===== src/rtl/shift_unit_if.sv =====
// Request/response bundle for shift_unit: the requester drives start/mode/shamt/operand
// and receives busy/done/result/err.
interface shift_unit_if #(
  parameter int WIDTH   = 32,
  parameter int SHAMT_W = 5
) ();
  logic               start;
  logic [1:0]         mode;
  logic [SHAMT_W-1:0] shamt;
  logic [WIDTH-1:0]   operand;
  logic               busy;
  logic               done;
  logic [WIDTH-1:0]   result;
  logic               err;

  modport master (output start, mode, shamt, operand, input busy, done, result, err);
  modport slave  (input start, mode, shamt, operand, output busy, done, result, err);
endinterface


===== src/rtl/shift_unit.sv =====
// Multi-cycle shifter: SLL/SRL/SRA/ROTR, at most STEP bit positions per clock.
// Define SHIFT_UNIT_ROTATE_EN to build ROTR; otherwise mode 11 passes operand through with err=1.
module shift_unit #(
  parameter int WIDTH   = 32,
  parameter int SHAMT_W = 5,
  parameter int STEP    = 4
) (
  input logic        clk,
  input logic        rst_n,
  shift_unit_if.slave bus
);

  typedef enum logic {IDLE, SHIFT} state_e;
  typedef enum logic [1:0] {OP_SLL = 2'b00, OP_SRL = 2'b01, OP_SRA = 2'b10, OP_ROTR = 2'b11} op_e;

  // One extra bit so STEP == WIDTH is representable in the comparison.
  localparam logic [SHAMT_W:0] STEP_W = (SHAMT_W + 1)'(STEP);

  state_e             state, state_next;
  op_e                op, op_next;
  logic [WIDTH-1:0]   work, work_next;
  logic [WIDTH-1:0]   result, result_next;
  logic [WIDTH-1:0]   shifted;
  logic [SHAMT_W-1:0] remaining, remaining_next;
  logic [SHAMT_W-1:0] amt;
  logic               done, done_next;
  logic               err, err_next;
  logic               illegal;
`ifdef SHIFT_UNIT_ROTATE_EN
  logic [2*WIDTH-1:0] rot;
`endif

  // Per-edge step: min(STEP, remaining), then apply the latched operation.
  always_comb begin
    if ({1'b0, remaining} > STEP_W) amt = STEP_W[SHAMT_W-1:0];
    else                            amt = remaining;
    shifted = work;
`ifdef SHIFT_UNIT_ROTATE_EN
    rot     = {work, work} >> amt;
    illegal = 1'b0;
`else
    illegal = (op == OP_ROTR);
`endif
    case (op)
      OP_SLL:  shifted = work << amt;
      OP_SRL:  shifted = work >> amt;
      OP_SRA:  shifted = $signed(work) >>> amt;
`ifdef SHIFT_UNIT_ROTATE_EN
      OP_ROTR: shifted = rot[WIDTH-1:0];
`endif
      default: shifted = work;
    endcase
  end

  always_comb begin
    state_next     = state;
    op_next        = op;
    work_next      = work;
    remaining_next = remaining;
    result_next    = result;
    done_next      = 1'b0;
    err_next       = 1'b0;
    case (state)
      IDLE: begin
        if (bus.start) begin
          op_next    = op_e'(bus.mode);
          work_next  = bus.operand;
`ifdef SHIFT_UNIT_ROTATE_EN
          remaining_next = bus.shamt;
`else
          // Unsupported rotate still spends exactly one SHIFT edge, unchanged.
          remaining_next = (bus.mode == 2'b11) ? '0 : bus.shamt;
`endif
          state_next = SHIFT;
        end
      end
      SHIFT: begin
        work_next      = shifted;
        remaining_next = remaining - amt;
        if (remaining == amt) begin
          state_next  = IDLE;
          result_next = shifted;
          done_next   = 1'b1;
          err_next    = illegal;
        end
      end
      default: state_next = IDLE;
    endcase
  end

  always_ff @(posedge clk or negedge rst_n) begin
    if (!rst_n) begin
      state     <= IDLE;
      op        <= OP_SLL;
      work      <= '0;
      remaining <= '0;
      result    <= '0;
      done      <= 1'b0;
      err       <= 1'b0;
    end else begin
      state     <= state_next;
      op        <= op_next;
      work      <= work_next;
      remaining <= remaining_next;
      result    <= result_next;
      done      <= done_next;
      err       <= err_next;
    end
  end

  assign bus.busy   = (state == SHIFT);
  assign bus.done   = done;
  assign bus.result = result;
  assign bus.err    = err;

endmodule


===== src/flat_wrapper.sv =====
// flat-port wrapper written by rule: the top's interface ports become plain ports
module shift_unit_flat 
#(
  parameter int WIDTH   = 32,
  parameter int SHAMT_W = 5,
  parameter int STEP    = 4
)
  (clk, rst_n, bus_start, bus_mode, bus_shamt, bus_operand, bus_busy, bus_done, bus_result, bus_err);
  shift_unit_if #(.WIDTH(WIDTH), .SHAMT_W(SHAMT_W)) bus_i ();
  input logic clk;
  input logic rst_n;
  input wire logic [$bits(bus_i.start)-1:0] bus_start;
  input wire logic [$bits(bus_i.mode)-1:0] bus_mode;
  input wire logic [$bits(bus_i.shamt)-1:0] bus_shamt;
  input wire logic [$bits(bus_i.operand)-1:0] bus_operand;
  output wire logic [$bits(bus_i.busy)-1:0] bus_busy;
  output wire logic [$bits(bus_i.done)-1:0] bus_done;
  output wire logic [$bits(bus_i.result)-1:0] bus_result;
  output wire logic [$bits(bus_i.err)-1:0] bus_err;
  assign bus_i.start = bus_start;
  assign bus_i.mode = bus_mode;
  assign bus_i.shamt = bus_shamt;
  assign bus_i.operand = bus_operand;
  assign bus_busy = bus_i.busy;
  assign bus_done = bus_i.done;
  assign bus_result = bus_i.result;
  assign bus_err = bus_i.err;
  shift_unit #(.WIDTH(WIDTH), .SHAMT_W(SHAMT_W), .STEP(STEP)) u_core (.clk(clk), .rst_n(rst_n), .bus(bus_i));
endmodule

===== config.mk =====
export PLATFORM = sky130hd
export DESIGN_NAME = shift_unit_flat
export DESIGN_NICKNAME = d
export VERILOG_FILES = /design/src/rtl/shift_unit_if.sv /design/src/rtl/shift_unit.sv /design/src/flat_wrapper.sv
export SDC_FILE = /design/constraint.sdc
export NUM_CORES = 1
export LEC_CHECK = 0
export ABC_AREA = 1
export CAP_MARGIN = 20
export CORE_ASPECT_RATIO = 1.75
export CORE_MARGIN = 3
export CORE_UTILIZATION = 35
export DETAILED_ROUTE_END_ITERATION = 8
export PLACE_DENSITY = 0.64
export SYNTH_ARGS = -nofsm -noshare
export SYNTH_HDL_FRONTEND = slang
export SYNTH_SLANG_ARGS = --single-unit

===== constraint.sdc =====
create_clock -name clk -period 2.04 [get_ports clk]
set_clock_uncertainty 0.05 [all_clocks]
set_input_delay 0.306 -clock clk [delete_from_list [all_inputs] [get_ports clk]]
set_output_delay 0.306 -clock clk [all_outputs]
set_load 0.1 [all_outputs]

### After elaboration in Yosys (flattened, before gate mapping)

Cells that the tools add are included.
W data, S select, Z words.

| storage, ports and cells | value |
|---|---|
| logic and storage cells | 36 |
| register bits after elaboration | 74 |

| operators by class | value |
|---|---|
| $lt $le $gt $ge | 1 |
| bitwise operators | 1 |
| muxes and demuxes | 14 |
| $add $sub $neg | 1 |
| reduce and logical (&&, ||, !) cells | 3 |
| equal/unequal tests | 6 |
| shift operators | 3 |

Operators with widths:

| kind | count |
|---|---|
| $pmux W32 S3 | 1 |
| $pmux W32 S2 | 1 |
| $mux W32 | 1 |
| $shl A32 B5 Y32 | 1 |
| $shr A32 B5 Y32 | 1 |
| $sshr A32 B5 Y32 | 1 |
| $mux W5 | 3 |
| $pmux W5 S2 | 1 |
| $eq A2 B2 Y1 const B | 3 |
| $mux W1 | 6 |
| $eq A5 B5 Y1 | 1 |
| $gt A5 B3 Y1 const B | 1 |
| $sub A5 B5 Y5 | 1 |
| $reduce_and A2 Y1 | 2 |
| $eq A2 B1 Y1 const B | 1 |
| $logic_not A2 Y1 | 1 |
| $ne A2 B2 Y1 const B | 1 |
| $pmux W1 S2 | 1 |
| $not A1 Y1 | 1 |

### Longest topological paths before layout

Gate-level depths: netlist (run 1).

| depth | value |
|---|---|
| depth after elaboration | 5 |
| mapped depth | 13 |
| gate-level depth less buffers | 12 |

### Least setup slack after synthesis (run 1)

Ideal clock, no wire load.

| path | value |
|---|---|
| kind | register to register |
| from | register u_core.state (netlist: u_core.bus.busy) |
| to | register u_core.result[12] (netlist: u_core.bus.result[12]) |
| path slack | -0.145 ns |
| required time | 1.870 ns |
| arrival time | 2.016 ns |
| period minus slack after synthesis | 2.185 ns |
| stages on the path, launching flop included | 8 |
| cells stage by stage | dfrtp_1 -> clkbuf_1 -> inv_1 -> nor2_2 -> inv_2 -> clkbuf_1 -> nand2_1 -> nand2_1 |

| between the ends | value |
|---|---|
| longest elaborated chain between the ends | 1 |

RTL lines:

| what | RTL line | RTL |
|---|---|---|
| start: declaration | shift_unit.sv:19 | `state_e state, state_next;` |
| start signal: assignment | shift_unit.sv:101 | `state <= state_next;` |
| $reduce_and A2 Y1 (no source line) | - |  |
| end signal: assignment | shift_unit.sv:105 | `result <= result_next;` |
| end: declaration | shift_unit.sv:22 | `logic [WIDTH-1:0] result, result_next;` |

No other way between the ends.
A chain may end at the register's enable or synchronous reset.

### Final worst setup path (run 1)

| path | value |
|---|---|
| from | register u_core.remaining[3] |
| to | register u_core.result[17] (netlist: u_core.bus.result[17]) |

| between the ends | value |
|---|---|
| longest elaborated chain between the ends | 4 |
| elaborated cells between the ends (all ways) | 8 |
| classes of those cells | 1 x order compare; 1 x eq/ne; 3 x shift; 2 x mux; 1 x reduce/logical |

RTL lines:

| what | RTL line | RTL |
|---|---|---|
| start: declaration | shift_unit.sv:24 | `logic [SHAMT_W-1:0] remaining, remaining_next;` |
| start signal: assignment | shift_unit.sv:104 | `remaining <= remaining_next;` |
| $gt A5 B3 Y1 | shift_unit.sv:35 | `if ({1'b0, remaining} > STEP_W) amt = STEP_W[SHAMT_W-1:0];` |
| $mux W5 | shift_unit.sv:35 |  |
| $sshr A32 B5 Y32 (tied with other cells) | shift_unit.sv:47 | `OP_SRA: shifted = $signed(work) >>> amt;` |
| $pmux W32 S3 / $reduce_and A2 Y1 (equally long branches) | - |  |

Several ways; a longest one is shown, not always the timed one.

==> results.json, run 1 <==
{
  "final_hold_viol_count": 0,
  "period_minus_slack_ns": 1.93,
  "area.sequential_um2": 1850,
  "synth_nets": 989,
  "drt_wl_total_um": 20100,
  "synth_async_sr_flop_share_pct": 100,
  "routedWlPerCell_um": 16.1,
  "h-tree-depth": 3,
  "number_of_top_level_pins": 77,
  "synthDominantAreaCellType": "sky130_fd_sc_hd__dfrtp_1",
  "synth-seq-cells": 74,
  "dieArea_um2": 18300,
  "worst_setup_hold_path_clk_slew_ns": 0.07,
  "synth_most_common_cell": "sky130_fd_sc_hd__nand2_1",
  "yosys_warnings": 0,
  "cts_tree": "done",
  "grt_setup_unrepaired": "true",
  "grt_usage_pct": 22.7,
  "regToRegSetupSlack_ns": 0.11,
  "finalCritPeriodShare_pct": 94.7,
  "grt_start_max_net_pins": 39,
  "mapped_avg_cell_area_um2": 6.15,
  "die_h_um": 177,
  "area.growth.synth_to_final_pct": 26.6,
  "synth.cell_area_um2": 5820,
  "grt_pass1_wl_um": 32900,
  "cap_viol_max_count": 0,
  "antenna_violating_nets_post_route": 0,
  "postCtsSetupBuffers": 0,
  "grt_antenna_before_repair": 0,
  "synth-edff-count": 0,
  "netlist_instances": 946,
  "detailroute.via_count": 6682,
  "max_slew.worst_pin.slew_ns": 0.717,
  "route.detailed.vias_per_inst": 5.35,
  "hold_slack_ns": 0.426,
  "dr.pass1.iters": 6,
  "timing.critical_path.required_ns": 2.27,
  "fillerInstances": 1721,
  "core.rowCount": 61,
  "cts_root_buffer": "sky130_fd_sc_hd__clkbuf_16",
  "multiInputGateArea_um2": 3350,
  "finalNetCount": 1066,
  "netlist_top_cells_area": "sky130_fd_sc_hd__dfrtp_1 (32%), sky130_fd_sc_hd__nand2_1 (23%), sky130_fd_sc_hd__nand3_1 (22%)",
  "final_layout_size_suffix_gt1_share_pct": 11.1,
  "synthFlopType": "sky130_fd_sc_hd__dfrtp_1",
  "synth_top_cell_area_share_pct": 31.8,
  "worst_ep_arrival_time_ns": 2.17,
  "post_route_setup_tns_ns": 0,
  "coreArea_um2": 16100,
  "synth-seq-area-share_pct": 31.8,
  "via_count_of_the_first_global_routing_pass": 6492,
  "buffer_ports.inserted": 76,
  "worst-path-max-fanout": 29,
  "setup_viol_count_final": 0,
  "maximum_achievable_frequency_mhz": 518,
  "drc_errors": 0,
  "outcome": "finished, final reports clean",
  "finalWeightedCongestion": 0.937,
  "synth.lib_cells_used.distinct": 31,
  "hold_path_class": "in2async",
  "cts_sinks": 74,
  "slew_headroom_pct": 52.1,
  "initial_utilization_pct": 36.1,
  "antennaDiodeCount": 0,
  "critical_path_class": "reg2reg",
  "drt_iter0_drc": 537,
  "cts_made_buffers": 9,
  "endpoint_kind": "flop",
  "grt_overflow": 0,
  "worstSetupStartpointType": "flop",
  "top_cell_types_by_occurrence_after_synthesis": "sky130_fd_sc_hd__nand2_1 (349), sky130_fd_sc_hd__nand3_1 (253), sky130_fd_sc_hd__inv_1 (80), sky130_fd_sc_hd__dfrtp_1 (74), sky130_fd_sc_hd__o21ai_0 (36)",
  "dieWidth_um": 103,
  "worst_skew_pair.late_latency_ns": 0.35,
  "clk_path_buf_depth": 2,
  "hpwl_um": 14600,
  "slew_violations": 0
}
==> area by class of cell <==
| class | count | area share [%] |
|---|---|---|
| clock buffers | 12 | 3.62 |
| clock inverters | 4 | 0.986 |
| inverters | 84 | 4.32 |
| multi-input cells | 728 | 45.5 |
| flip-flops and latches | 74 | 25.2 |
| well taps | 220 | 3.74 |
| repair buffers | 126 | 16.6 |
==> per-layer routing <==
| layer | track usage (%) | vias to the layer above | part of all wire (%) |
|---|---|---|---|
| li1 | - | 3277 | - |
| met1 | 27.5 | 3107 | 40 |
| met2 | 40.1 | 243 | 52 |
| met3 | 2.45 | 55 | 4.7 |
| met4 | 8.48 | 0 | 3.2 |
| met5 | 0 | - | 0 |
==> critical path: stages (launching register included) <==
cell                      delay [ns]
sky130_fd_sc_hd__dfrtp_2        0.45
sky130_fd_sc_hd__nor2_8         0.20
sky130_fd_sc_hd__nand3_4        0.13
sky130_fd_sc_hd__inv_2          0.12
sky130_fd_sc_hd__buf_12         0.18
sky130_fd_sc_hd__nand3_1        0.13
sky130_fd_sc_hd__a21oi_1        0.18
sky130_fd_sc_hd__nor2_1         0.07
sky130_fd_sc_hd__nand2_1        0.08
sky130_fd_sc_hd__nand3_1        0.16
sky130_fd_sc_hd__nand2_1        0.10
==> logic make-up after synthesis <==
kind of cell	Yosys count	synth area share, %
fa+ha+maj	1	0.215
buf+inv	144	10.8
other cells	1	0.0645
compound gates	57	5.42
flops	74	31.8
simple gates	667	51.4
xor+xnor	2	0.301
==> layout by cell type, fill, tap and decap left out, types with 3 or more instances in the layout <==
cell type                         netlist  routed
sky130_fd_sc_hd__nand2_1              349     349
sky130_fd_sc_hd__nand3_1              253     252
sky130_fd_sc_hd__inv_1                 80      79
sky130_fd_sc_hd__dfrtp_1               74      72
sky130_fd_sc_hd__buf_4                  6      68
sky130_fd_sc_hd__clkdlybuf4s50_1        0      40
sky130_fd_sc_hd__o21ai_0               36      36
sky130_fd_sc_hd__nand4_1               32      32
sky130_fd_sc_hd__nor2_1                15      15
sky130_fd_sc_hd__nand3b_1              13      13
sky130_fd_sc_hd__buf_12                 0      12
sky130_fd_sc_hd__clkbuf_16              0       9
sky130_fd_sc_hd__a21oi_1                8       8
sky130_fd_sc_hd__inv_2                  4       4
sky130_fd_sc_hd__a22oi_1                3       3
sky130_fd_sc_hd__o211ai_1               3       3
sky130_fd_sc_hd__clkbuf_8               0       3
sky130_fd_sc_hd__buf_6                  3       3
==> through the flow <==
step	cells	setup slack [ns]	utilization, %	area [µm²]
after CTS	1248	0.103	45.5	7320
after detailed placement	1231	0.101	43.3	6970
after global routing	1248	-0.0113	45.7	7360
final	1248	0.109	45.7	7360
after floorplan	946	0.113	-	5820
after global placement	1231	0.111	43.3	6970
==> timing repair <==
| item | in CTS | in global routing |
|---|---|---|
| hold buffers | 1 | 0 |
| gates resized for setup | 0 | 12 |
| setup endpoints to repair | 0 | 31 |
| endpoints found under the hold margin | 36 | 0 |
==> final timing paths <==
| check | from | endpoint | cells past startpoint |
|---|---|---|---|
| min in group clk | u_core.bus.result[13] | u_core.bus.result[13] | 2 |
| max in group asynchronous | rst_n | u_core.bus.result[20] | 3 |
| hold / removal | rst_n | u_core.bus.result[0] | 2 |
| setup / recovery | u_core.remaining[3] | u_core.bus.result[17] | 10 |
| hold reg to reg | u_core.bus.result[13] | u_core.bus.result[13] | 2 |
| setup reg to reg | u_core.remaining[3] | u_core.bus.result[17] | 10 |
==> state kept, by name (all words and copies together) (netlist names) <==
name,count
u_core.op,2
u_core.bus.done,1
u_core.remaining,5
u_core.bus.err,1
u_core.work,32
u_core.bus.result,32
u_core.bus.busy,1
Power of run 1 is left out: the tool's default activity adds up to more than one toggle a clock period on the data nets, which glitch-free logic cannot reach.
==> run 2: changes to the inputs <==
CTS_CLUSTER_SIZE = 40   (was unset)
==> results of run 2 <==
No change in the layout: final DEF, timing and power equal those of run 1.
Power of run 2 is left out for the same reason.
